--- config.mk ---
export PLATFORM = sky130hd
export DESIGN_NAME = lidar_frame_unpacker_flat
export DESIGN_NICKNAME = d
export VERILOG_FILES = /design/src/rtl/lidar_frame_unpacker_if.sv /design/src/rtl/lidar_frame_unpacker.sv /design/src/flat_wrapper.sv
export SDC_FILE = /design/constraint.sdc
export NUM_CORES = 1
export LEC_CHECK = 0
export ABC_AREA = 1
export CORE_MARGIN = 3
export CORE_UTILIZATION = 49
export DETAILED_ROUTE_END_ITERATION = 8
export PLACE_DENSITY_LB_ADDON = 0.15
export SYNTH_ARGS = -nofsm -noshare
export SYNTH_HDL_FRONTEND = slang
export SYNTH_SLANG_ARGS = --single-unit
--- constraint.sdc ---
create_clock -name clk -period 4.2 [get_ports clk]
set_input_delay 0.42 -clock clk [delete_from_list [all_inputs] [get_ports clk]]
set_output_delay 0.42 -clock clk [all_outputs]
set_load 0.02 [all_outputs]
--- src/rtl/lidar_frame_unpacker_if.sv ---
// rtl/lidar_frame_unpacker_if.sv - byte-in / point-record-out bundle for lidar_frame_unpacker
interface lidar_frame_unpacker_if #(
    parameter int POINTS = 12
);
    localparam int IW = $clog2(POINTS);

    logic          in_valid;
    logic [7:0]    in_data;
    logic          out_valid;
    logic          out_ready;
    logic [15:0]   out_angle;
    logic [15:0]   out_dist;
    logic [7:0]    out_intensity;
    logic [IW-1:0] out_index;
    logic          out_last;
    logic [15:0]   speed;
    logic [15:0]   timestamp;
    logic          busy;
    logic          crc_err;
    logic          overrun;

    modport master (
        output in_valid, in_data, out_ready,
        input  out_valid, out_angle, out_dist, out_intensity, out_index, out_last,
        input  speed, timestamp, busy, crc_err, overrun
    );

    modport slave (
        input  in_valid, in_data, out_ready,
        output out_valid, out_angle, out_dist, out_intensity, out_index, out_last,
        output speed, timestamp, busy, crc_err, overrun
    );
endinterface

--- src/rtl/lidar_frame_unpacker.sv ---
// rtl/lidar_frame_unpacker.sv - LD06-style packet framer, sample buffer and interpolated point streamer
// CRC-8 checking of each packet is enabled by defining LIDAR_CRC_CHECK_EN.
module lidar_frame_unpacker #(
    parameter int          POINTS     = 12,
    parameter logic [7:0]  HEADER     = 8'h54,
    parameter logic [7:0]  VERLEN     = 8'h2C,
    parameter int          ANGLE_FULL = 36000
) (
    input  logic clk,
    input  logic rst,
    lidar_frame_unpacker_if.slave bus
);
    localparam int L  = 11 + 3 * POINTS;
    localparam int CW = $clog2(L);
    localparam int IW = $clog2(POINTS);

    localparam logic [CW-1:0] C_SPD0 = CW'(2);
    localparam logic [CW-1:0] C_SPD1 = CW'(3);
    localparam logic [CW-1:0] C_STA0 = CW'(4);
    localparam logic [CW-1:0] C_STA1 = CW'(5);
    localparam logic [CW-1:0] C_SAMP = CW'(6);
    localparam logic [CW-1:0] C_END0 = CW'(6 + 3 * POINTS);
    localparam logic [CW-1:0] C_END1 = CW'(7 + 3 * POINTS);
    localparam logic [CW-1:0] C_TS0  = CW'(8 + 3 * POINTS);
    localparam logic [CW-1:0] C_TS1  = CW'(9 + 3 * POINTS);
    localparam logic [CW-1:0] C_CRC  = CW'(L - 1);
    localparam logic [IW-1:0] IDX_LAST = IW'(POINTS - 1);
    localparam logic [15:0]   DIV16  = 16'(POINTS - 1);
    localparam logic [15:0]   AF16   = 16'(ANGLE_FULL);
    localparam logic [17:0]   AF18   = 18'(ANGLE_FULL);

    typedef enum logic [2:0] {HUNT, VER, BODY, CHECK, DIVIDE, EMIT} state_t;

    state_t        state_q;
    logic [CW-1:0] cnt_q;
    logic [IW-1:0] pt_q;
    logic [1:0]    sub_q;
    logic [7:0]    dlo_q, dhi_q;
    logic [15:0]   spd_tmp_q, ts_tmp_q, start_q, end_q;
    logic          crc_bad_q;
    logic [3:0]    div_cnt_q;
    logic [15:0]   quo_q, rem_q, err_q;
    logic          out_valid_q, out_last_q;
    logic [15:0]   out_angle_q, out_dist_q;
    logic [7:0]    out_intensity_q;
    logic [IW-1:0] out_index_q;
    logic [15:0]   speed_q, timestamp_q;
    logic          crc_err_q, overrun_q;
    logic [23:0]   samp_q [POINTS];

    logic          crc_bad_d;
    logic          in_samp, samp_we, step;
    logic [16:0]   rem_sh, err_sum;
    logic [17:0]   ang_sum;
    logic [15:0]   rem_nxt, quo_nxt, err_nxt, ang_nxt, delta_w;
    logic [IW-1:0] nxt_idx;

    always_comb begin
        in_samp = (cnt_q >= C_SAMP) && (cnt_q < C_END0);
        samp_we = (state_q == BODY) && bus.in_valid && in_samp && (sub_q == 2'd2);
        // One restoring-divide step: quotient bits shift in at the bottom of quo_q.
        rem_sh = {rem_q, quo_q[15]};
        if (rem_sh >= {1'b0, DIV16}) begin
            rem_nxt = 16'(rem_sh - {1'b0, DIV16});
            quo_nxt = {quo_q[14:0], 1'b1};
        end else begin
            rem_nxt = rem_sh[15:0];
            quo_nxt = {quo_q[14:0], 1'b0};
        end
        err_sum = {1'b0, err_q} + {1'b0, rem_q};
        step    = (err_sum >= {1'b0, DIV16});
        err_nxt = step ? 16'(err_sum - {1'b0, DIV16}) : err_sum[15:0];
        ang_sum = {2'b00, out_angle_q} + {2'b00, quo_q} + {17'b0, step};
        ang_nxt = (ang_sum >= AF18) ? 16'(ang_sum - AF18) : ang_sum[15:0];
        delta_w = (end_q >= start_q) ? (end_q - start_q) : (end_q + AF16 - start_q);
        nxt_idx = out_index_q + IW'(1);
    end

`ifdef LIDAR_CRC_CHECK_EN
    logic [7:0] crc_q;

    function automatic logic [7:0] crc8_byte(input logic [7:0] c, input logic [7:0] d);
        logic [7:0] x;
        x = c ^ d;
        for (int i = 0; i < 8; i++) x = x[7] ? ({x[6:0], 1'b0} ^ 8'h4D) : {x[6:0], 1'b0};
        return x;
    endfunction

    // A repeated HEADER in VER restarts the running CRC, matching the parser resync.
    always_ff @(posedge clk) begin
        if (rst) begin
            crc_q <= '0;
        end else if (bus.in_valid) begin
            case (state_q)
                HUNT: if (bus.in_data == HEADER) crc_q <= crc8_byte(8'h00, bus.in_data);
                VER: begin
                    if (bus.in_data == VERLEN)      crc_q <= crc8_byte(crc_q, bus.in_data);
                    else if (bus.in_data == HEADER) crc_q <= crc8_byte(8'h00, bus.in_data);
                end
                BODY: if (cnt_q != C_CRC) crc_q <= crc8_byte(crc_q, bus.in_data);
                default: ;
            endcase
        end
    end

    assign crc_bad_d = (crc_q != bus.in_data);
`else
    assign crc_bad_d = 1'b0;
`endif

    always_ff @(posedge clk) begin
        if (samp_we) samp_q[pt_q] <= {dhi_q, dlo_q, bus.in_data};
    end

    always_ff @(posedge clk) begin
        if (rst) begin
            state_q         <= HUNT;
            cnt_q           <= '0;
            pt_q            <= '0;
            sub_q           <= '0;
            dlo_q           <= '0;
            dhi_q           <= '0;
            spd_tmp_q       <= '0;
            ts_tmp_q        <= '0;
            start_q         <= '0;
            end_q           <= '0;
            crc_bad_q       <= 1'b0;
            div_cnt_q       <= '0;
            quo_q           <= '0;
            rem_q           <= '0;
            err_q           <= '0;
            out_valid_q     <= 1'b0;
            out_last_q      <= 1'b0;
            out_angle_q     <= '0;
            out_dist_q      <= '0;
            out_intensity_q <= '0;
            out_index_q     <= '0;
            speed_q         <= '0;
            timestamp_q     <= '0;
            crc_err_q       <= 1'b0;
            overrun_q       <= 1'b0;
        end else begin
            crc_err_q <= 1'b0;
            overrun_q <= 1'b0;
            case (state_q)
                HUNT: if (bus.in_valid && bus.in_data == HEADER) state_q <= VER;
                VER: begin
                    if (bus.in_valid) begin
                        if (bus.in_data == VERLEN) begin
                            state_q <= BODY;
                            cnt_q   <= C_SPD0;
                            pt_q    <= '0;
                            sub_q   <= '0;
                        end else if (bus.in_data != HEADER) begin
                            state_q <= HUNT;
                        end
                    end
                end
                BODY: begin
                    if (bus.in_valid) begin
                        cnt_q <= cnt_q + CW'(1);
                        if (cnt_q == C_SPD0) spd_tmp_q[7:0]  <= bus.in_data;
                        if (cnt_q == C_SPD1) spd_tmp_q[15:8] <= bus.in_data;
                        if (cnt_q == C_STA0) start_q[7:0]    <= bus.in_data;
                        if (cnt_q == C_STA1) start_q[15:8]   <= bus.in_data;
                        if (cnt_q == C_END0) end_q[7:0]      <= bus.in_data;
                        if (cnt_q == C_END1) end_q[15:8]     <= bus.in_data;
                        if (cnt_q == C_TS0)  ts_tmp_q[7:0]   <= bus.in_data;
                        if (cnt_q == C_TS1)  ts_tmp_q[15:8]  <= bus.in_data;
                        if (in_samp) begin
                            case (sub_q)
                                2'd0: begin dlo_q <= bus.in_data; sub_q <= 2'd1; end
                                2'd1: begin dhi_q <= bus.in_data; sub_q <= 2'd2; end
                                default: begin sub_q <= 2'd0; pt_q <= pt_q + IW'(1); end
                            endcase
                        end
                        if (cnt_q == C_CRC) begin
                            state_q   <= CHECK;
                            crc_bad_q <= crc_bad_d;
                            crc_err_q <= crc_bad_d;
                        end
                    end
                end
                CHECK: begin
                    overrun_q <= bus.in_valid;
                    if (crc_bad_q) begin
                        state_q <= HUNT;
                    end else begin
                        speed_q     <= spd_tmp_q;
                        timestamp_q <= ts_tmp_q;
                        quo_q       <= delta_w;
                        rem_q       <= '0;
                        div_cnt_q   <= '0;
                        state_q     <= DIVIDE;
                    end
                end
                DIVIDE: begin
                    overrun_q <= bus.in_valid;
                    quo_q     <= quo_nxt;
                    rem_q     <= rem_nxt;
                    div_cnt_q <= div_cnt_q + 4'd1;
                    if (div_cnt_q == 4'd15) begin
                        state_q         <= EMIT;
                        out_valid_q     <= 1'b1;
                        out_angle_q     <= start_q;
                        out_dist_q      <= samp_q[0][23:8];
                        out_intensity_q <= samp_q[0][7:0];
                        out_index_q     <= '0;
                        out_last_q      <= 1'b0;
                        err_q           <= '0;
                    end
                end
                EMIT: begin
                    overrun_q <= bus.in_valid;
                    if (out_valid_q && bus.out_ready) begin
                        if (out_last_q) begin
                            out_valid_q <= 1'b0;
                            state_q     <= HUNT;
                        end else begin
                            out_index_q     <= nxt_idx;
                            out_angle_q     <= ang_nxt;
                            err_q           <= err_nxt;
                            out_dist_q      <= samp_q[nxt_idx][23:8];
                            out_intensity_q <= samp_q[nxt_idx][7:0];
                            out_last_q      <= (nxt_idx == IDX_LAST);
                        end
                    end
                end
                default: state_q <= HUNT;
            endcase
        end
    end

    assign bus.out_valid     = out_valid_q;
    assign bus.out_angle     = out_angle_q;
    assign bus.out_dist      = out_dist_q;
    assign bus.out_intensity = out_intensity_q;
    assign bus.out_index     = out_index_q;
    assign bus.out_last      = out_last_q;
    assign bus.speed         = speed_q;
    assign bus.timestamp     = timestamp_q;
    assign bus.busy          = (state_q == DIVIDE) || (state_q == EMIT);
    assign bus.crc_err       = crc_err_q;
    assign bus.overrun       = overrun_q;
endmodule

--- src/flat_wrapper.sv ---
// flat-port wrapper written by rule: the top's interface ports become plain ports
module lidar_frame_unpacker_flat 
#(
    parameter int          POINTS     = 12,
    parameter logic [7:0]  HEADER     = 8'h54,
    parameter logic [7:0]  VERLEN     = 8'h2C,
    parameter int          ANGLE_FULL = 36000
)
  (clk, rst, bus_in_valid, bus_in_data, bus_out_ready, bus_out_valid, bus_out_angle, bus_out_dist, bus_out_intensity, bus_out_index, bus_out_last, bus_speed, bus_timestamp, bus_busy, bus_crc_err, bus_overrun);
  lidar_frame_unpacker_if #(.POINTS(POINTS)) bus_i ();
  input  logic clk;
  input  logic rst;
  input wire logic [$bits(bus_i.in_valid)-1:0] bus_in_valid;
  input wire logic [$bits(bus_i.in_data)-1:0] bus_in_data;
  input wire logic [$bits(bus_i.out_ready)-1:0] bus_out_ready;
  output wire logic [$bits(bus_i.out_valid)-1:0] bus_out_valid;
  output wire logic [$bits(bus_i.out_angle)-1:0] bus_out_angle;
  output wire logic [$bits(bus_i.out_dist)-1:0] bus_out_dist;
  output wire logic [$bits(bus_i.out_intensity)-1:0] bus_out_intensity;
  output wire logic [$bits(bus_i.out_index)-1:0] bus_out_index;
  output wire logic [$bits(bus_i.out_last)-1:0] bus_out_last;
  output wire logic [$bits(bus_i.speed)-1:0] bus_speed;
  output wire logic [$bits(bus_i.timestamp)-1:0] bus_timestamp;
  output wire logic [$bits(bus_i.busy)-1:0] bus_busy;
  output wire logic [$bits(bus_i.crc_err)-1:0] bus_crc_err;
  output wire logic [$bits(bus_i.overrun)-1:0] bus_overrun;
  assign bus_i.in_valid = bus_in_valid;
  assign bus_i.in_data = bus_in_data;
  assign bus_i.out_ready = bus_out_ready;
  assign bus_out_valid = bus_i.out_valid;
  assign bus_out_angle = bus_i.out_angle;
  assign bus_out_dist = bus_i.out_dist;
  assign bus_out_intensity = bus_i.out_intensity;
  assign bus_out_index = bus_i.out_index;
  assign bus_out_last = bus_i.out_last;
  assign bus_speed = bus_i.speed;
  assign bus_timestamp = bus_i.timestamp;
  assign bus_busy = bus_i.busy;
  assign bus_crc_err = bus_i.crc_err;
  assign bus_overrun = bus_i.overrun;
  lidar_frame_unpacker #(.POINTS(POINTS), .HEADER(HEADER), .VERLEN(VERLEN), .ANGLE_FULL(ANGLE_FULL)) u_core (.clk(clk), .rst(rst), .bus(bus_i));
endmodule
After elaboration in Yosys (flattened, before gate mapping):

Memory sizes are Yosys's and may differ from the RTL's.
Cells that the tools add are included.

* add/subtract/negate cells: 13
* muxes and demuxes: 64
* reductions and logical operators: 32
* bitwise logic cells: 1
* equal/unequal tests: 33
* magnitude comparators: 6

Operators with widths (count)
* $mux W16: 13
* $pmux W16 S2: 5
* $add A16 B16 Y17: 2
* $ge A17 B4 Y1 const B: 2
* $mux W4: 8
* $sub A16 B16 Y16: 2
* $sub A16 B4 Y16 const B: 2
* $eq A6 B6 Y1 const B: 5
* $mux W3: 9
* $reduce_and A3 Y1: 9
* $mux W8: 3
* $pmux W4 S2: 3
* $reduce_and A4 Y1: 5
* $add A17 B1 Y18: 1
* $ge A18 B16 Y1 const B: 1
* $mux W6: 3
* $pmux W3 S6: 1
* $add A16 B16 Y16 const B: 1
* $ge A16 B16 Y1: 1
* $pmux W8 S2: 1
* $sub A16 B16 Y16 const B: 1
* $add A4 B1 Y4 const B: 3
* $eq A6 B2 Y1 const B: 2
* $eq A6 B3 Y1 const B: 2
* 31 further kinds: 64

* memories: 1
* flip-flop bits (word level): 226
* bits of input ports: 12
* word-level logic and storage cells: 177
* memory bits (writable): 288

Memories
* u_core.samp_q: words 12, width 24, rd ports 2, clocked after memory_dff 0, wr ports 1, line lidar_frame_unpacker.sv:49 `logic [23:0] samp_q [POINTS];`

Logic depth before layout (Yosys ltp):

Gate-level depths: netlist of the first run.

* depth after elaboration: 8
* gate-level depth with buffers: 37
* gate-level depth less buffers: 36

Worst setup path after synthesis of the first run:

No wires, ideal clock.

* path type: register -> register
* start point: reg u_core.rem_q[0]
* end point: reg u_core.out_angle_q[13] (netlist: u_core.bus.out_angle[13])
* setup slack: -251 ps
* clock period less this slack: 4451 ps
* library setup time: 122 ps
* cell stages (with the launch flop): 33
* buffers on the path: 2
* data arrival time: 4329 ps
* cells stage by stage: dfxtp_1 -> ha_1 -> inv_1 -> fa_1 -> inv_1 -> nand3_1 -> nand2_1 -> nand2_1 -> nand3_1 -> nand2_2 -> nor2_2 -> nand2_1 -> nor2_4 -> nand3_4 -> nand2_4 -> buf_6 -> inv_1 -> fa_1 -> fa_1 -> inv_1 -> nand3_1 -> nand3_1 -> nand2_1 -> nand2_1 -> xnor2_2 -> nand3_1 -> nand3_2 -> nand2_4 -> buf_8 -> nand2_1 -> nand2_1 -> nand2_1 -> a21oi_2

* word-level cells in the longest chain between the ends: 8

Ends and longest elaborated chain
* from (decl): line lidar_frame_unpacker.sv:42 `logic [15:0] quo_q, rem_q, err_q;`
* from (signal assigned): line lidar_frame_unpacker.sv:200 `rem_q <= rem_nxt;`
* $add A16 B16 Y17 *: line lidar_frame_unpacker.sv:70 `err_sum = {1'b0, err_q} + {1'b0, rem_q};`
* $ge A17 B4 Y1 *: line lidar_frame_unpacker.sv:71 `step = (err_sum >= {1'b0, DIV16});`
* $add A17 B1 Y18 *: line lidar_frame_unpacker.sv:73 `ang_sum = {2'b00, out_angle_q} + {2'b00, quo_q} + {17'b0, step};`
* $sub A16 B16 Y16 / $ge A18 B16 Y1 (equally long branches): line lidar_frame_unpacker.sv:74 `ang_nxt = (ang_sum >= AF18) ? 16'(ang_sum - AF18) : ang_sum[15:0];`
* $mux W16 *: line lidar_frame_unpacker.sv:74
* $mux W16 *: line lidar_frame_unpacker.sv:216 `if (out_last_q) begin`
* $mux W16 *: line lidar_frame_unpacker.sv:215 `if (out_valid_q && bus.out_ready) begin`
* $pmux W16 S2 *: line lidar_frame_unpacker.sv:145 `case (state_q)`
* to (signal assigned): line lidar_frame_unpacker.sv:205 `out_angle_q <= start_q;`
* to (signal assigned): line lidar_frame_unpacker.sv:221 `out_angle_q <= ang_nxt;`
* to (decl): line lidar_frame_unpacker.sv:44 `logic [15:0] out_angle_q, out_dist_q;`

Every way passes the cells marked *; elsewhere a longest branch is shown, timed or not. The select of a mux whose other input is x is not followed.
A chain may end at the register's enable or synchronous reset.

Worst setup path in the final report of the first run:

* start point: reg u_core.rem_q[0]
* end point: reg u_core.out_angle_q[12] (netlist: u_core.bus.out_angle[12])

The elaborated chain is that of the path after synthesis.

==> results of run 1 <==
[worst reg2reg max path: cells and delay by family, from the launching register on]
family	cells	cell delay, ps
fa+ha+maj	5	1420
simple gates	17	1630
buf+inv	8	570
compound gates	1	170
flops	1	340
[power by group through the flow]
stage / sequential (mW) / combinational (mW) / clock (mW)
floorplan: 5.79 / 1.57 / 0
CTS: 5.59 / 2.85 / 4.86
global route: 5.61 / 3.22 / 5.07
detailed placement: 5.70 / 2.78 / 0
global placement: 5.69 / 2.76 / 0
finish: 5.59 / 2.96 / 4.79
[flip-flops by register name, indices dropped and copies added (netlist names), 2 cells and up]
register and flops:
u_core.samp_q 288, u_core.bus.out_angle 16, u_core.bus.out_dist 16, u_core.bus.speed 16, u_core.bus.timestamp 16, u_core.end_q 16
u_core.err_q 16, u_core.quo_q 16, u_core.rem_q 16, u_core.spd_tmp_q 16, u_core.start_q 16, u_core.ts_tmp_q 16
u_core.bus.out_intensity 8, u_core.dhi_q 8, u_core.dlo_q 8, u_core.cnt_q 6, u_core.bus.out_index 4, u_core.div_cnt_q 4
u_core.pt_q 4, u_core.state_q 3, u_core.sub_q 2
[cells by family after synthesis]
kind of cell | count (synthesis) | share of synthesized area
buf+inv | 435 | 0.06702
compound gates | 767 | 0.1658
fa+ha+maj | 94 | 0.05144
other cells | 1 | 0.0001497
simple gates | 988 | 0.1738
xor+xnor | 39 | 0.01603
flops | 514 | 0.5257
[per-stage QoR]
step                      hold slack, ps    util  instances  setup TNS (ps)  worst slack, ps
after floorplan                    428.0       -       2838               0            25.42
after global placement             444.4  0.5420       3591          -726.8           -101.8
after detailed placement           446.6  0.5420       3591           -1397           -153.0
after CTS                          293.0  0.5821       3702               0            10.60
after global routing               319.3  0.5871       3708           -2172           -239.5
final                              324.0  0.5872       3709          -7.084           -7.084
[cells in the final DEF, fill, tap and decap left out, drive strengths merged, types with 36 or more instances in the layout]
master and count:
o22ai 49, o21ai 350, buf 133, a21oi 262
nand3 143, nor2 308, clkdlybuf4s50 90, ha 79
a31oi 36, clkbuf 74, inv 305, edfxtp 288
nand2 462, dfxtp 226
[layout make-up]
class / instances / area share
flip-flops and latches: 514 / 0.4456
multi-input cells: 1891 / 0.3599
repair buffers: 223 / 0.06629
clock buffers: 74 / 0.05093
inverters: 306 / 0.03904
well taps: 672 / 0.02843
clock inverters: 27 / 0.009602
diodes: 2 / 0.0001692
[worst paths after layout]
path	start	endpoint	slack, ps	cells after the start
worst max register to register	u_core.rem_q[0]	u_core.bus.out_angle[12]	-7	31
worst max-delay path	u_core.rem_q[0]	u_core.bus.out_angle[12]	-7	31
worst min-delay path	rst	u_core.err_q[4]	320	2
worst min register to register	u_core.end_q[8]	u_core.end_q[8]	460	2
[what timing repair did]
action,CTS,global route
cloned,2,0
endpoints found under the setup margin,11,11
setup buffers,8,5
pin swaps,8,11
resized for setup,25,55
[layer usage]
layer / GRT usage / up-vias / part of all wire
met2: 0.4242 / 653 / 0.46
met5: 0 / - / 0
met1: 0.3809 / 9882 / 0.45
met3: 0.03582 / 111 / 0.060
met4: 0.08656 / 0 / 0.028
li1: - / 10030 / -
==> impl_results.md, run 1 <==
* Antenna violations before repair at 1
* Crit path max fanout at 5
* Net switching power at 4.128 mW
* Total Wirelength at 72670 um
* Vias in the first global route at 19600
* Layout Nets at 3096
* Syn Nets at 2944
* Area contributors post-synth: edfxtp_1, dfxtp_1, o21ai_0, nand2_1, a21oi_1
* Area of the die at 53880 um2
* #FFs+latches synth at 514
* Most used DFF post-synth: edfxtp_1
* Async SR Flop Fraction at 0
* CTS tree: yes
* Remaining Overflow, GRT at 0
* YS warnings at 0
* First-pass GRT wire length at 112200 um
* Max-slew headroom at 0.3572
* DRT antenna net count at 0
* Final HPWL DP at 47010 um
* EDFF count, synth at 288
* GRT Total Usage at 0.2674
* Final Skew at 44.09 ps
* Layout area overhead at 18.05%
* Drt first pass iters at 5
* WL/cell at 19.59 um
* Via density at 5.575
* Switching Share at 0.3095
* Sequential power share at 0.419
* Pwr Density at 451.0 nW/um2
* Port Buffer Count at 91
* Total I/O pin count at 93
* WS Path Type: flip-flop to flip-flop
* Die width at 232.1 um
* Clk Tree Root Cell: clkbuf_16
* Clock Pin Slew Worst Setup and Hold Paths at 60 ps
* Initial Util at 0.4974
* Core area at 50380 um2
* Max-slew violations at 0
* Largest stage delay on the critical path at 440 ps
* Synth Instances at 2838
* Maximum vdd drop at 0.0003460 V
* CP endpoint kind: flip-flop
* Area used by multi-input combinational logic at 10650 um2
* RSZ-0062 raised after global routing: true
* Cell Int Power at 9.212 mW
* Post-CTS Hold Buffers at 0
* TritonCTS Sinks at 514
* Clock Path Buffers at 3
* Setup ws final at -7.084 ps
* Distinct cells, synth at 58
* Post-synth top area cell: edfxtp_1
* Clk Latency, worst-skew pair at 640 ps
* Arrival time worst endpoint at 4750 ps
* GPL Wtd Cong at 0.8697
* Type of the worst min-delay path: primary input to flip-flop
* Register area share after synthesis at 0.5257
* Synthesized area at 25060 um2
* Delay-heaviest family, CP: simple AND/OR/NAND/NOR gates
* Initial drt markers at 1955
* Failing checks: negative setup slack
* Status: finished with violations
* Final Hold Viols at 0
* Leakage at 11.47 nW
* Setup violators final at 1
* CTS H-Tree Depth at 2
* Max-cap viol count at 0
* Residual DRC at 0
* Synth cell count leaders: nand2_1, o21ai_0, inv_1
* Fraction of layout instances using a drive strength above 1 at 0.1318
* Clock Power Share at 0.359
* Vias at 20680
* Crit path buf inv count at 8
* Final instance area at 29580 um2
* Avg Cell Area, Syn at 8.828 um2
* Startpoint Class: flip-flop
* Req. time, crit path at 4740 ps
* Tightest Pin Transition at 958.9 ps
* Most frequent cell after synthesis: nand2_1
* Share of the synthesized area in the top cell type at 0.3452
* Standard-cell rows at 82
* Slowest-stage cell, CP: fa_2
* Placed cell area at 27300 um2
* Power Total at 13.34 mW
* Die height at 232.1 um
* Filler cell count at 4493
* Reg area at 13180 um2
* Largest net degree at the start of global routing at 96
* Total CTS buffers at 54
* Crit path time final at 4207 ps
* Period utilization at 1.002
* Max Freq at 237.7 MHz
* Comb pwr share at 0.222
(Power assumes the default switching activity.)
==> inputs of run 2 (changes only) <==
- CORE_UTILIZATION: 49 -> 56
- CTS_CLUSTER_DIAMETER: unset -> 30
- REMOVE_ABC_BUFFERS: unset -> 1
==> run 2 against run 1 <==
Effect of this change: the flow still finishes with violations (negative setup slack); first-iteration DRC count grew 1.7%; total power grew 27%; final cell count grew 0.38%; setup slack lost 160 ps; critical endpoint is now u_core.bus.out_angle[5]; non-clock buffer count grew 6; core utilization grew 13 points; sequential share of layout area shrank 2.7 points; sequential power is essentially flat; combinational power is essentially flat; largest power group is now the clock network; hold slack lost 110 ps.
==> impl_results.md, run 2 (synthesized netlist as in run 1, its figures left out) <==
* Crit path max fanout at 5 (unchanged)
* Final Hold Viols at 0 (unchanged)
* Vias in the first global route at 20870 (was 19600)
* Via density at 5.731 (was 5.575)
* Setup ws final at -170.0 ps (was -7.084 ps)
* Final Skew at 26.20 ps (was 44.09 ps)
* TritonCTS Sinks at 514 (unchanged)
* Post-CTS Hold Buffers at 0 (unchanged)
* First-pass GRT wire length at 110300 um (was 112200 um)
* Max Freq at 228.8 MHz (was 237.7 MHz)
* Setup violators final at 11 (was 1)
* Remaining Overflow, GRT at 0 (unchanged)
* Placed cell count at 3504 (was 3591)
* Tightest Pin Transition at 1116 ps (was 958.9 ps)
* CP Depth at 30 (was 31)
* Clock Path Buffers at 3 (unchanged)
* WL/cell at 18.96 um (was 19.59 um)
* Area of the die at 47320 um2 (was 53880 um2)
* Die height at 217.5 um (was 232.1 um)
* Clk Latency, worst-skew pair at 640 ps (about the same)
* Crit path buf inv count at 5 (was 8)
* Total I/O pin count at 93 (unchanged)
* WS Path Type: flip-flop to flip-flop (unchanged)
* Maximum vdd drop at 0.0005282 V (was 0.0003460 V)
* Drt first pass iters at 5 (unchanged)
* CP endpoint kind: flip-flop (unchanged)
* Type of the worst min-delay path: primary input to flip-flop (unchanged)
* Delay-heaviest family, CP: simple AND/OR/NAND/NOR gates (unchanged)
* Fin cells at 3723 (was 3709)
* N_diodes at 0 (was 2)
* Die width at 217.5 um (was 232.1 um)
* Clk Tree Root Cell: clkbuf_16 (unchanged)
* CTS tree: yes (unchanged)
* Initial Util at 0.5740 (was 0.4974)
* Commonest non-fill, non-tap cell in the layout: nand2_1 (unchanged)
* Port Buffer Count at 91 (unchanged)
* Pwr Density at 535.8 nW/um2 (was 451.0 nW/um2)
* GPL Wtd Cong at 0.9151 (was 0.8697)
* Req. time, crit path at 4670 ps (was 4740 ps)
* Max-cap viol count at 0 (unchanged)
* Antenna violations before repair at 0 (was 1)
* Period utilization at 1.040 (was 1.002)
* Layout Nets at 3152 (was 3096)
* GRT Total Usage at 0.2928 (was 0.2674)
* Arrival time worst endpoint at 4840 ps (was 4750 ps)
* Fraction of layout instances using a drive strength above 1 at 0.1619 (was 0.1318)
* Initial drt markers at 1988 (was 1955)
* Vias at 21340 (was 20680)
* Worst Hold Path Cells at 2 (unchanged)
* Largest net degree at the start of global routing at 104 (was 96)
* Leakage at 12.38 nW (was 11.47 nW)
* Total CTS buffers at 104 (was 54)
* Final HPWL DP at 42980 um (was 47010 um)
* Total Wirelength at 70590 um (was 72670 um)
* Max-slew headroom at 0.2560 (was 0.3572)
* Clock Pin Slew Worst Setup and Hold Paths at 50 ps (was 60 ps)
* Max reg flops at 288 (unchanged)
* Max-slew violations at 0 (unchanged)
* Largest stage delay on the critical path at 390 ps (was 440 ps)
* Core area at 43650 um2 (was 50380 um2)
* Most frequent cells in the layout: nand2_1, o21ai_0, edfxtp_1, inv_1, nor2_1 (unchanged)
* R2R depth at 30 (was 31)
* Largest register by flop count: u_core.samp_q (unchanged)
* Failing checks: negative setup slack (unchanged)
* RSZ-0062 raised after global routing: true (unchanged)
* Standard-cell rows at 76 (was 82)
* CTS H-Tree Depth at 3 (was 2)
* Residual DRC at 0 (unchanged)
* DRT antenna net count at 0 (unchanged)
* Crit path time final at 4370 ps (was 4207 ps)
* Layout area overhead at 25.73% (was 18.05%)
* Status: finished with violations (unchanged)
* Startpoint Class: flip-flop (unchanged)
* Slowest-stage cell, CP: fa_2 (unchanged)
* CP dominant cell by count: nand2_4
* TNS Setup at -1376 ps (was -7.084 ps)
run 2: cell count changes in the layout (fill, tap and decap cells not counted), moves of 6 or more:
cell and change:
clkbuf_16 +54, clkinvlp_4 +13, inv_6 +13, clkinv_4 +9, nand2_1 -8, nand3_4 +8, bufinv_16 +6, inv_8 +6
nand3_2 -6
run 2: report_power, final:
| group | switching [mW] | total (mW) | leakage [nW] | internal (mW) |
|---|---|---|---|---|
| Clock | 2.87 | 8.30 | 1.74 | 5.43 |
| Combinational | 1.94 | 2.99 | 6.18 | 1.05 |
| Sequential | 0.140 | 5.59 | 4.46 | 5.45 |
| Total | 4.95 | 16.9 | 12.4 | 11.9 |
run 2: cell type report:
class                   instances  area, um2
well taps                     585      732.0
flip-flops and latches        514      13180
clock buffers                 119       2774
multi-input cells            1891      10780
clock inverters                79      860.8
fillers                      3211      12140
inverters                     306       1154
repair buffers                229       2021
run 2: path summary, 6_finish.rpt:
check | start | slack (ps) | endpoint
min reg2reg | u_core.end_q[8] | 460 | u_core.end_q[8]
min | rst | 220 | u_core.bus.out_dist[6]
max | u_core.err_q[13] | -170 | u_core.bus.out_angle[5]
max reg2reg | u_core.err_q[13] | -170 | u_core.bus.out_angle[5]
run 2: metal layers:
metal | vias to the layer above | track usage | share of wire
met5 | - | 0 | 0
li1 | 10210 | - | -
met3 | 153 | 0.05685 | 0.078
met1 | 10110 | 0.3986 | 0.43
met2 | 868 | 0.4735 | 0.46
met4 | 0 | 0.09980 | 0.029
run 2: metrics by stage:
stage               hold slack (ps)  power [mW]  instance area [um2]  setup slack (ps)  utilization
floorplan                     427.8       7.250                24520             -5345            -
global placement              443.7       8.339                27160            -217.9       0.6223
detailed placement            450.4       8.388                27160            -342.9       0.6223
CTS                           200.5       16.77                31060            -199.4       0.7117
global route                  212.7       17.49                31500            -399.1       0.7218
finish                        216.6       16.88                31500            -170.0       0.7218
run 2: what timing repair did:
item,4_1_cts,5_1_grt
gates cloned,0,2
gates resized for setup,42,73
endpoints found under the setup margin,11,11
pin swaps,22,42
endpoints found under the hold margin,0,0
buffers inserted,10,10
==> inputs of run 3 (changes only) <==
- CORE_UTILIZATION: 56 -> 50
- REMOVE_ABC_BUFFERS: 1 -> unset
- clock period: 4.2 -> 5.6 ns (I/O delays scaled with it)
==> run 3 against run 2 <==
Effect of this change: the run now ends clean; non-clock buffer count is 106 lower; sequential share of layout area is 1.9 points higher; final area is 4.3% lower; clock skew is 17 ps higher; flip-flop and latch count stayed put; register-to-register slack better by 620 ps; sequential power is 25% lower; first-iteration DRC count is 3.5% lower; fmax is 15% lower; clock power is 25% lower; highest routed layer unchanged.
==> impl_results.md, run 3 (synthesized netlist as in run 1, its figures left out) <==
* Resized Gates After CTS at 0 (was 42)
* Setup violators final at 0 (was 11)
* Vias at 20600 (was 21340)
* Standard-cell rows at 81 (was 76)
* Post-Route M1 WL at 32490 um (was 30330 um)
* Post-CTS Hold Buffers at 0 (unchanged)
* Crit path time final at 5148 ps (was 4370 ps)
* Die height at 229.9 um (was 217.5 um)
* First-pass GRT wire length at 111800 um (was 110300 um)
* Setup slack, reg-to-reg at 450 ps (was -170 ps)
* N_diodes at 0 (unchanged)
* Clock Path Buffers at 3 (unchanged)
* GPL Wtd Cong at 0.9357 (was 0.9151)
* TritonCTS Sinks at 514 (unchanged)
* Remaining Overflow, GRT at 0 (unchanged)
* Largest stage delay on the critical path at 440 ps (was 390 ps)
* R2R depth at 30 (unchanged)
* RSZ-0062 raised after global routing: false (was true)
* Final Hold Viols at 0 (unchanged)
* Reg area at 13180 um2 (about the same)
* Antenna violations before repair at 0 (unchanged)
* Type of the worst min-delay path: primary input to flip-flop (unchanged)
* Leakage at 11.76 nW (was 12.38 nW)
* Layout Nets at 3040 (was 3152)
* Largest register by flop count: u_core.samp_q (unchanged)
* Total I/O pin count at 93 (unchanged)
* Final HPWL DP at 44700 um (was 42980 um)
* CTS tree: yes (unchanged)
* Hold Startpoint: rst (unchanged)
* CTS H-Tree Depth at 3 (unchanged)
* Initial drt markers at 1918 (was 1988)
* Vias in the first global route at 19720 (was 20870)
* Arrival time worst endpoint at 5600 ps (was 4840 ps)
* Clk Latency, worst-skew pair at 650 ps (was 640 ps)
* Placed cell area at 26580 um2 (was 27160 um2)
* DRT antenna net count at 0 (unchanged)
* Residual DRC at 0 (unchanged)
* Final Skew at 43.33 ps (was 26.20 ps)
* Die width at 229.9 um (was 217.5 um)
* Startpoint Class: flip-flop (unchanged)
* DR top layer: met4 (unchanged)
* Clock Pin Slew Worst Setup and Hold Paths at 50 ps (about the same)
* Reg2reg end: u_core.bus.out_angle[5] (unchanged)
* Final instance area at 30160 um2 (was 31500 um2)
* Met3 Wirelength at 5009 um (was 5490 um)
* Filler cell count at 4205 (was 3211)
* Fraction of layout instances using a drive strength above 1 at 0.1045 (was 0.1619)
* Clk Tree Root Cell: clkbuf_16 (unchanged)
* WL/cell at 19.44 um (was 18.96 um)
* Commonest non-fill, non-tap cell in the layout: nand2_1 (unchanged)
* Most frequent cells in the layout: nand2_1, o21ai_0, inv_1, edfxtp_1, nor2_1 (was nand2_1, o21ai_0, edfxtp_1, inv_1, nor2_1)
* Maximum vdd drop at 0.0002877 V (was 0.0005282 V)
* Slowest-stage cell, CP: fa_1 (was fa_2)
* Max-cap viol count at 0 (unchanged)
* Placed cell count at 3496 (was 3504)
* Met2 wire length at 32580 um (was 32710 um)
* TNS Setup at 0 ps (was -1376 ps)
* GRT Total Usage at 0.2674 (was 0.2928)
* CP endpoint kind: flip-flop (unchanged)
* Status: completed (was finished with violations)
* Post-CTS Setup Bufs at 0 (was 10)
* Tightest Pin Transition at 1104 ps (was 1116 ps)
* Max reg flops at 288 (unchanged)
* Drt first pass iters at 6 (was 5)
* Reg2reg start: u_core.rem_q[0] (was u_core.err_q[13])
* Layout area overhead at 20.36% (was 25.73%)
* Crit path max fanout at 19 (was 5)
* CP dominant cell by count: nand2_1 (was nand2_4)
* Req. time, crit path at 6050 ps (was 4670 ps)
* Largest net degree at the start of global routing at 91 (was 104)
* Max Freq at 194.3 MHz (was 228.8 MHz)
* Fin cells at 3679 (was 3723)
* Area used by multi-input combinational logic at 10270 um2 (was 10780 um2)
* Pwr Density at 410.1 nW/um2 (was 535.8 nW/um2)
* Worst Hold Path Cells at 2 (unchanged)
* Core area at 49250 um2 (was 43650 um2)
* Power Total at 12.37 mW (was 16.88 mW)
* WS Path Type: flip-flop to flip-flop (unchanged)
* Via density at 5.598 (was 5.731)
* Area of the die at 52830 um2 (was 47320 um2)
* Total Wirelength at 71520 um (was 70590 um)
* Hold EP: u_core.bus.out_dist[3] (was u_core.bus.out_dist[6])
* Port Buffer Count at 91 (unchanged)
* Max-slew violations at 0 (unchanged)
* Initial Util at 0.5087 (was 0.5740)
* Total CTS buffers at 100 (was 104)
* Period utilization at 0.9192 (was 1.040)
* Max-slew headroom at 0.2629 (was 0.2560)
* Hold slack at 381.7 ps (was 216.6 ps)
==> run 3: cell types whose count changed in the layout (fill, tap and decap cells not counted), moves of 8 or more <==
cell and delta:
inv_1 +9, nand2_2 -18, nand3_1 +16, buf_4 -95, inv_6 -10, clkinv_4 -10
clkbuf_8 +12, nand2_4 -10, inv_2 -8, nand3_4 -12, nand2_1 +28
==> run 3: how the worst max path moves through the flow <==
| stage | start | end | slack, ps | cells after the start |
|---|---|---|---|---|
| after floorplan | u_core.rem_q[0] | u_core.bus.out_angle[13] | 1150 | 32 |
| after global placement | u_core.rem_q[0] | u_core.bus.out_angle[5] | 630 | 30 |
| after detailed placement | u_core.rem_q[0] | u_core.bus.out_angle[5] | 550 | 30 |
| after CTS | u_core.rem_q[0] | u_core.bus.out_angle[5] | 440 | 30 |
| after global routing | u_core.rem_q[0] | u_core.bus.out_angle[5] | 70 | 30 |
| final | u_core.rem_q[0] | u_core.bus.out_angle[5] | 450 | 30 |
==> run 3: worst max-delay path, delay by kind of cell (launching register included) <==
kind | cells | cell delay (ps)
and+or+nand+nor | 18 | 2210
adders and majority gates | 4 | 1480
buffers and inverters | 6 | 640
DFF | 1 | 410
xor gates and xnor gates | 1 | 170
AOI/OAI and AO/OA | 1 | 60
==> run 3: layout make-up <==
class	count	area share
sequential	514	0.4369
multi-input combinational	1889	0.3406
clock buffer	129	0.09298
inverter	306	0.03813
timing repair buffer	123	0.03809
tap	664	0.02755
clock inverter	54	0.02577
==> run 3: power by group <==
group | switching [mW] | internal, mW | total [mW]
Combinational | 1.34 | 0.587 | 1.93
Clock | 1.97 | 4.26 | 6.23
Sequential | 0.124 | 4.09 | 4.21
==> run 3: layer usage <==
metal,vias up,track usage
met2,747,0.4193
met1,9799,0.3873
met3,101,0.03816
li1,9949,-
met4,0,0.07950
met5,-,0
==> run 3: stage by stage <==
step,util,setup WS (ps)
6_report,0.6123,452.4
4_1_cts,0.6123,435.2
5_1_grt,0.6123,65.04
3_5_place_dp,0.5396,547.7
2_1_floorplan,-,1149
3_3_place_gp,0.5396,633.8
